$ cat src/rtl/pipelined_addsub_pkg.sv
// Shared definitions for the add/subtract datapath, reused by the ALU,
// the branch comparator and the pipelined adder.
package pipelined_addsub_pkg;

    typedef enum logic {
        ADDSUB_ADD = 1'b0,
        ADDSUB_SUB = 1'b1
    } addsub_op_e;

    // Bits handled by one pipeline slice; callers guarantee width % stages == 0.
    function automatic int slice_width(input int width, input int stages);
        return width / stages;
    endfunction

endpackage

$ cat src/rtl/addsub_slice.sv
// Combinational SLICE-bit adder slice: reports its carry-out and the carry
// into its top bit so the caller can derive signed overflow.
module addsub_slice #(
    parameter int SLICE = 8
) (
    input  logic [SLICE-1:0] a,
    input  logic [SLICE-1:0] b,
    input  logic             cin,
    output logic [SLICE-1:0] sum,
    output logic             cout,
    output logic             msb_cin
);

    logic [SLICE:0] total;

    assign total   = {1'b0, a} + {1'b0, b} + {{SLICE{1'b0}}, cin};
    assign sum     = total[SLICE-1:0];
    assign cout    = total[SLICE];
    // Sum bit = a ^ b ^ carry-in, so the carry into the top bit falls out by XOR.
    assign msb_cin = a[SLICE-1] ^ b[SLICE-1] ^ total[SLICE-1];

endmodule

$ cat src/rtl/pipelined_addsub.sv
// Pipelined WIDTH-bit add/subtract: one carry-propagating slice per register
// stage, valid/ready on both sides, carry/overflow/zero flags at the output.
module pipelined_addsub
    import pipelined_addsub_pkg::*;
#(
    parameter int WIDTH  = 32,
    parameter int STAGES = 4
) (
    input  logic             clk,
    input  logic             rst_n,
    input  logic             in_valid,
    output logic             in_ready,
    input  logic [WIDTH-1:0] a,
    input  logic [WIDTH-1:0] b,
    input  logic             sub,
    input  logic             cin,
    output logic             out_valid,
    input  logic             out_ready,
    output logic [WIDTH-1:0] sum,
    output logic             cout,
    output logic             overflow,
    output logic             zero
);

    localparam int SLICE = slice_width(WIDTH, STAGES);

    if (WIDTH % STAGES != 0) begin : g_param_check
        $error("pipelined_addsub: WIDTH (%0d) must be a multiple of STAGES (%0d)", WIDTH, STAGES);
    end

    addsub_op_e       op;
    logic [WIDTH-1:0] b_eff;
    logic             c0;

    // Operands travel shifted right so the slice about to be consumed sits in
    // the low bits; results enter at the top and settle into place at the end.
    logic [STAGES-1:0] valid_q, valid_d, valid_in, ready;
    logic [STAGES-1:0] carry_q, carry_d, carry_in, slice_cout;
    logic [WIDTH-1:0]  a_q     [STAGES];
    logic [WIDTH-1:0]  a_d     [STAGES];
    logic [WIDTH-1:0]  b_q     [STAGES];
    logic [WIDTH-1:0]  b_d     [STAGES];
    logic [WIDTH-1:0]  res_q   [STAGES];
    logic [WIDTH-1:0]  res_d   [STAGES];
    logic [WIDTH-1:0]  a_in    [STAGES];
    logic [WIDTH-1:0]  b_in    [STAGES];
    logic [WIDTH-1:0]  res_in  [STAGES];
    logic [WIDTH-1:0]  res_next[STAGES];
    logic [SLICE-1:0]  slice_sum    [STAGES];
    logic              slice_msb_cin[STAGES];
    logic              msb_cin_q, msb_cin_d;

    assign op    = addsub_op_e'(sub);
    assign b_eff = (op == ADDSUB_SUB) ? ~b : b;
    assign c0    = cin ^ sub;

    for (genvar k = 0; k < STAGES; k++) begin : g_stage
        if (k == 0) begin : g_first
            assign valid_in[k] = in_valid;
            assign a_in[k]     = a;
            assign b_in[k]     = b_eff;
            assign res_in[k]   = '0;
            assign carry_in[k] = c0;
        end else begin : g_next
            assign valid_in[k] = valid_q[k-1];
            assign a_in[k]     = a_q[k-1];
            assign b_in[k]     = b_q[k-1];
            assign res_in[k]   = res_q[k-1];
            assign carry_in[k] = carry_q[k-1];
        end

        addsub_slice #(.SLICE(SLICE)) u_slice (
            .a       (a_in[k][SLICE-1:0]),
            .b       (b_in[k][SLICE-1:0]),
            .cin     (carry_in[k]),
            .sum     (slice_sum[k]),
            .cout    (slice_cout[k]),
            .msb_cin (slice_msb_cin[k])
        );

        if (STAGES == 1) begin : g_single
            assign res_next[k] = slice_sum[k];
        end else begin : g_multi
            assign res_next[k] = {slice_sum[k], res_in[k][WIDTH-1:SLICE]};
        end
    end

    // Combinational ready chain lets a full pipe advance in lock-step with the consumer.
    always_comb begin
        logic chain;
        chain = out_ready;
        for (int k = STAGES - 1; k >= 0; k--) begin
            chain    = chain || !valid_q[k];
            ready[k] = chain;
        end
    end

    always_comb begin
        // NOTE: every target gets its hold value first so no path leaves it unassigned (no latch).
        msb_cin_d = msb_cin_q;
        for (int k = 0; k < STAGES; k++) begin
            valid_d[k] = valid_q[k];
            a_d[k]     = a_q[k];
            b_d[k]     = b_q[k];
            res_d[k]   = res_q[k];
            carry_d[k] = carry_q[k];
            if (ready[k]) begin
                valid_d[k] = valid_in[k];
                if (valid_in[k]) begin
                    a_d[k]     = a_in[k] >> SLICE;
                    b_d[k]     = b_in[k] >> SLICE;
                    res_d[k]   = res_next[k];
                    carry_d[k] = slice_cout[k];
                end
            end
        end
        if (ready[STAGES-1] && valid_in[STAGES-1]) begin
            msb_cin_d = slice_msb_cin[STAGES-1];
        end
    end

    // NOTE: non-blocking assignments so every stage samples its predecessor's pre-edge value.
    always_ff @(posedge clk or negedge rst_n) begin
        if (!rst_n) begin
            valid_q   <= '0;
            carry_q   <= '0;
            msb_cin_q <= 1'b0;
            // NOTE: data arrays are cleared too so all outputs read zero out of reset.
            for (int k = 0; k < STAGES; k++) begin
                a_q[k]   <= '0;
                b_q[k]   <= '0;
                res_q[k] <= '0;
            end
        end else begin
            valid_q   <= valid_d;
            carry_q   <= carry_d;
            msb_cin_q <= msb_cin_d;
            a_q       <= a_d;
            b_q       <= b_d;
            res_q     <= res_d;
        end
    end

    assign in_ready  = ready[0];
    assign out_valid = valid_q[STAGES-1];
    assign sum       = res_q[STAGES-1];
    assign cout      = carry_q[STAGES-1];
    assign overflow  = msb_cin_q ^ carry_q[STAGES-1];
    // Qualified by out_valid so the flag reads 0 from an empty pipe.
    assign zero      = out_valid && (res_q[STAGES-1] == '0);

endmodule
$ cat config.mk
export PLATFORM = sky130hd
export DESIGN_NAME = pipelined_addsub
export DESIGN_NICKNAME = d
export VERILOG_FILES = /design/src/rtl/pipelined_addsub_pkg.sv /design/src/rtl/addsub_slice.sv /design/src/rtl/pipelined_addsub.sv
export SDC_FILE = /design/constraint.sdc
export NUM_CORES = 1
export LEC_CHECK = 0
export ABC_AREA = 1
export CORE_UTILIZATION = 45
export DETAILED_ROUTE_END_ITERATION = 16
export PLACE_DENSITY = 0.78
export SYNTH_ARGS = -nofsm -noshare
export SYNTH_HDL_FRONTEND = slang
export SYNTH_SLANG_ARGS = --single-unit
$ cat constraint.sdc
create_clock -name clk -period 2.9 [get_ports clk]
set_input_delay 0.58 -clock clk [delete_from_list [all_inputs] [get_ports clk]]
set_output_delay 0.58 -clock clk [all_outputs]
set_load 0.1 [all_outputs]
==> results.md, run 1 <==
* Crit-path max FO at 3
* Clock Latency Late Sink at 0.43 ns
* Chip height at 143 microns
* Total of cells resized after clock tree synthesis at 0
* PnR Total Power at ~12,000 uW
* TNS Setup at 0 ns
* Critical path class: flip-flop to primary output
* RR Endpoint: carry_q[3]
* Commonest non-fill, non-tap cell in the layout: nand2_1
* Initial antenna violation count at 0
* Total CTS buffers at 17
* Mapped Cells at around 1,000
* Reg-to-reg startpoint: a_in[0]
* Hold buffers post-CTS at 0
* Diode count at 0
* Setup Buffers After CTS at 0
* Total global routing overflow at 0
* P_leak at ~0.0054 uW
* FF+latch count, synth at 185
* Slew @ Worst Pin at 0.643 ns
* Vias in the first global route at about 6,200
* DP HPWL at between 10,000 and 15,000 microns
* Clk_skew at a little under 0.005 ns
* Worst EP required at about 2.3 ns
* Total GRT Usage at between 10% and 20%
* Max-Cap Viols at 0
* RSZ-0062 raised after global routing: no
* Chip Width at 143 microns
* Sequential element share of the synthesized area at 52.1%
* Syn. warnings at 0
* Routed Wire Length at around 18,000 microns
* Yosys top cell by area: dfrtp_1
* Power Dens Cells at about 1100 nW/um^2
* IO Port Bufs at roughly 110
* Drt first pass iters at 5
* Root buf cell: clkbuf_16
* Outcome: completed
* Worst VDD drop at 500 uV
* Standard-cell rows at 51
* Initial core utilization at a little under half
* Share of layout cells above drive strength 1 at 11.2%
* Slew headroom at between 50% and 60%
* Crit path capture type: primary output
* FMAX at ~0.44 GHz
* GPL Wtd Cong at approximately 0.85
* Worst-path clk slew at 0.07 ns
* Critical path arrival at about 1.7 ns
* Hold Fails Final Rpt at 0
* Core area at about 19,000 sq um
* Drt drc at 0
* CTS Buffer Depth at 2
* DR vias at about 6,600
* Post-synth cell types at 32
* Worst R2R Path Depth at 8
* Min-Delay Path Class: primary input to async pin
* Via-per-instance ratio at 4.73
* DR WL/cell at between 10 and 15 microns
* Die footprint at between 20,000 and 25,000 sq um
* Most frequent cells in the layout: nand2_1 (414), dfrtp_1 (185), inv_1 (84), clkdlybuf4s50_1 (67), o21ai_0 (51)
* Average cell area after synthesis at between 8 and 9 sq um
* Area growth, synth to finish at 18.9%
* Critical path launch point type: flip-flop
* Max Slew Vio Count at 0
* Initial DRC count at between 400 and 500
* Antenna Nets Post-Route at 0
* Total Nets Final at roughly 1,200
* Final setup viols at 0
* CTS sink cnt at between 150 and 200
* H-tree depth at 4
* Top post-synthesis cells by area: dfrtp_1 (52%), nand2_1 (17%), ha_1 (3.9%), inv_1 (3.5%), xnor2_1 (3.1%)
* Post-Syn Area at approximately 8900 sq um
* Largest net degree at the start of global routing at 71
* Mapped Nets at roughly 1,100
* Tcrit/Tclk final at roughly 80%
* CTS tree: yes
* Io pins at roughly 110
* Synth top area share at 52.1%
* First-pass GRT wire length at around 31,000 microns
* R2R setup slack at between 0.9 and 1 ns
* Post-layout min period at 2.26 ns
## layer usage
metal / part of all wire (%) / track usage [%]
met5: 0 / 0
met4: 1.8 / 6.62
met3: 4.0 / 3.87
met2: 43 / 28.0
met1: 51 / 28.3
## synthesized netlist by cell type (all sizes together)
| cell type | count |
|---|---|
| a21oi | 12 |
| a31oi | 1 |
| buf | 37 |
| clkbuf | 2 |
| dfrtp | 185 |
| fa | 8 |
| ha | 28 |
| inv | 89 |
| nand2 | 417 |
| nand3 | 36 |
| nand3b | 3 |
| nand4 | 6 |
| nor2 | 38 |
| nor3 | 2 |
| nor4 | 2 |
| o21ai | 105 |
| o22ai | 3 |
| or2 | 2 |
| xnor2 | 31 |
| xor2 | 10 |
## stage by stage
step / cells / cell area, sq um / worst slack, ns / hold WS (ns) / utilization (%)
after global placement: 1360 / 10000 / 0.361 / 0.453 / 51.5
after CTS: 1392 / 10600 / 0.593 / 0.0631 / 54.5
final: 1392 / 10600 / 0.644 / 0.0570 / 54.5
after global routing: 1392 / 10600 / 0.477 / 0.0632 / 54.5
after floorplan: 1017 / 8900 / 0.150 / 0.284 / -
after detailed placement: 1360 / 10000 / 0.379 / 0.465 / 51.5
## cell families (layout without fill, tap and decap cells)
family,after synthesis,after routing,share of synthesized area (%)
and+or+nand+nor,506,506,23.0
adders and majority gates,36,36,5.74
xor gates and xnor gates,41,41,4.04
buffers and inverters,128,238,7.19
DFF,185,185,52.1
AOI/OAI and AO/OA,121,121,7.97
## worst max-delay path: stages, from the launching register on
cell and delay (ns):
dfrtp_1 0.41, nor2_1 0.12, nand4_1 0.14, nand3b_1 0.19, nor2_2 0.10, buf_4 0.29
## report_power, final
group	internal, uW	switching, uW	total [uW]
Sequential	3520	629	4150
Clock	1240	1000	2240
Combinational	1500	3660	5160
Total	6260	5290	11500
## state kept, by name, summed over array words and instances, names as in the netlist
name	count
sum	32
msb_cin_q	1
res_in	48
carry_q	4
b_in	48
a_in	48
valid_q	4
## cell type report
cell class	instances	area, sq um
fill	1783	8830
inverter	89	337
timing repair buffer	117	1070
tap	265	332
clock inverter	13	119
sequential	185	4630
clock buffer	19	453
multi-input combinational	704	3630
## worst max path at each step
stage	to	slack (ns)	from	depth (start not counted)
after floorplan	zero	0.15	valid_q[3]	4
after global placement	res_in[92]	0.36	b[0]	9
after detailed placement	res_in[92]	0.38	b[0]	9
after CTS	zero	0.59	sum[13]	5
after global routing	zero	0.48	sum[0]	6
final	zero	0.64	sum[13]	5
Power figures use the tool's default switching activity.
==> run 2, diff against run 1 <==
Clock period 2.9 ns to 2.15 ns, I/O delays scaled along.
==> run 2 against run 1 <==
Effect of this change:
- final cell count rose by 0.57%
- flip-flop and latch count unchanged
- critical endpoint unchanged
- combinational power up 39%
- via count grew 0.46%
==> results.md, run 2 (synthesized netlist as in run 1, its figures left out) <==
* Vias in the first global route at roughly 6,400
* RR Endpoint: carry_q[3]
* Seq pwr share at about a third
* Switch share at a little under half
* Total GRT Usage at between 10% and 20%
* P_leak at roughly 0.0055 uW
* First-pass GRT wire length at 30,500 microns
* CP endpoint: zero
* Diode count at 0
* Crit path depth at 5
* CTS tree: yes
* Fillers at 1,760
* Die footprint at 20,300 sq um
* Slew @ Worst Pin at between 0.6 and 0.7 ns
* Io pins at ~110
* Tcrit/Tclk final at 96.5%
* Slew headroom at between 50% and 60%
* Final worst setup slack at 0.0749 ns
* Placement Cell Area at just over 10,000 sq um
* Critical path class: flip-flop to primary output
* Fin util at between 50% and 60%
* Root buf cell: clkbuf_16
* Total CTS buffers at 17
* Initial core utilization at a little under half
* Largest net degree at the start of global routing at between 60 and 70
* Outcome: completed
* R2R setup slack at 0.16 ns
* Commonest non-fill, non-tap cell in the layout: nand2_1
* Hold Fails Final Rpt at 0
* WP buf/inv at 1
* DP Worst Slack at -0.229 ns
* Max Slew Vio Count at 0
* Final instance area at ~11,000 sq um
* Most frequent cells in the layout: nand2_1 (414), dfrtp_1 (184), inv_1 (84), clkdlybuf4s50_1 (67), o21ai_0 (51)
* Clk_skew at between 0.008 and 0.009 ns
* CTS sink cnt at ~190
* Chip Width at about 140 microns
* Gate power share at approximately 45%
* RSZ-0062 raised after global routing: no
* Worst VDD drop at around 730 uV
* Worst EP required at between 1.5 and 2 ns
* DP HPWL at between 10,000 and 15,000 microns
* CP peak stage delay at between 0.4 and 0.5 ns
* CP delay by family, top: simple AND/OR/NAND/NOR gates
* Post-layout min period at ~2.1 ns
* Internal Pwr Total at between 8000 and 9000 uW
* CP startpoint: sum[10]
* Routed Wire Length at 17,800 microns
* Drt first pass iters at 5
* Area growth, synth to finish at 20.8%
* Reg-to-reg startpoint: a_in[0]
* DR WL/cell at ~13 microns
* Total global routing overflow at 0
* Chip height at 143 microns
* Share of layout cells above drive strength 1 at between 10% and 20%
* Power Dens Cells at around 1500 nW/um^2
* Clock group share of total power at about a fifth
* Clock Latency Late Sink at between 0.4 and 0.5 ns
* Standard-cell rows at about 50
* GPL Wtd Cong at 0.844
* Antenna Nets Post-Route at 0
* Crit path capture type: primary output
* Via-per-instance ratio at about 4.7
* Core area at between 15,000 and 20,000 sq um
* FMAX at approximately 0.48 GHz
* Max-Cap Viols at 0
* H-tree depth at 4
* Worst R2R Path Depth at 8
* Worst-path clk slew at ~0.070 ns
* Cells along the critical path: nor2_2 > nand4_1 > nand3b_1 > nor2_4 > buf_12
* Initial antenna violation count at 0
* Critical-path top delay cell: dfrtp_1
* Critical path arrival at 1.65 ns
* Critical path launch point type: flip-flop
* Crit-path max FO at 3
* Drt drc at 0
* DR vias at about 6,600
* Initial DRC count at 401
* CTS Buffer Depth at 2
* Min-Delay Path Class: primary input to async pin
* Hold slack final at 0.462 ns
* Switch Pwr at 7170 uW
* Total Nets Final at 1,228
* IO Port Bufs at around 110
* TNS Setup at 0 ns
* Final setup viols at 0
## run 2: cell types whose count changed in the layout (fill, tap and decap cells not counted), sizes merged
cell,before,now
clkinvlp,0,2
clkbuf,19,20
inv,93,94
bufinv,1,2
buf,50,57
clkinv,8,3
dlygate4sd3,0,1
## run 2: per-stage QoR
stage          power, uW  cells
6_report           15900   1400
2_1_floorplan      11000   1017
3_5_place_dp       12800   1367
4_1_cts            16000   1400
3_3_place_gp       12600   1367
5_1_grt            17000   1400
## run 2: worst min-delay path by stage
stage | start | end | slack (ns) | depth (start not counted)
6_report | rst_n | a_in[37] | 0.46 | 2
3_3_place_gp | rst_n | a_in[76] | 0.35 | 1
5_1_grt | b_in[45] | b_in[5] | 0.49 | 2
3_5_place_dp | rst_n | a_in[76] | 0.35 | 1
4_1_cts | rst_n | a_in[79] | 0.46 | 2
2_1_floorplan | rst_n | a_in[0] | 0.13 | 0
## run 2: worst register-to-register path, cell delays in order (launching register included)
cell	delay [ns]
dfrtp_1	0.40
fa_1	0.49
fa_1	0.45
nand3_1	0.13
nand3_1	0.09
nand2_1	0.11
nand2_1	0.06
nand2_1	0.08
nand2_1	0.06
## run 2: area by class of cell
| class | count | area, sq um | share of cell area [%] |
|---|---|---|---|
| flip-flops and latches | 185 | 4630 | 43.1 |
| multi-input cells | 704 | 3650 | 34.0 |
| repair buffers | 125 | 1200 | 11.2 |
| clock buffers | 20 | 457 | 4.25 |
| inverters | 89 | 337 | 3.13 |
| well taps | 265 | 332 | 3.09 |
| clock inverters | 12 | 138 | 1.28 |
## run 2: per-layer routing
layer  global-route usage [%]  wire (microns)  share of wire, %
met1                     27.7            8750                49
met2                     29.3            8070                45
met5                        0               0                 0
met3                     3.03             746               4.2
met4                     6.23             246               1.4
## run 2: repair_timing
item	in CTS	in global routing
gates resized for setup	1	0
setup buffers	0	0
setup endpoints to repair	1	0
endpoints found under the hold margin	33	0
hold buffers	1	0
## run 2: power groups by stage
| stage | Clock (uW) | Sequential [uW] | Combinational, uW |
|---|---|---|---|
| global route | 3320 | 5730 | 7900 |
| floorplan | 0 | 7380 | 3660 |
| CTS | 3180 | 5580 | 7200 |
| global placement | 0 | 5590 | 6970 |
| detailed placement | 0 | 5640 | 7130 |
| finish | 3130 | 5570 | 7160 |
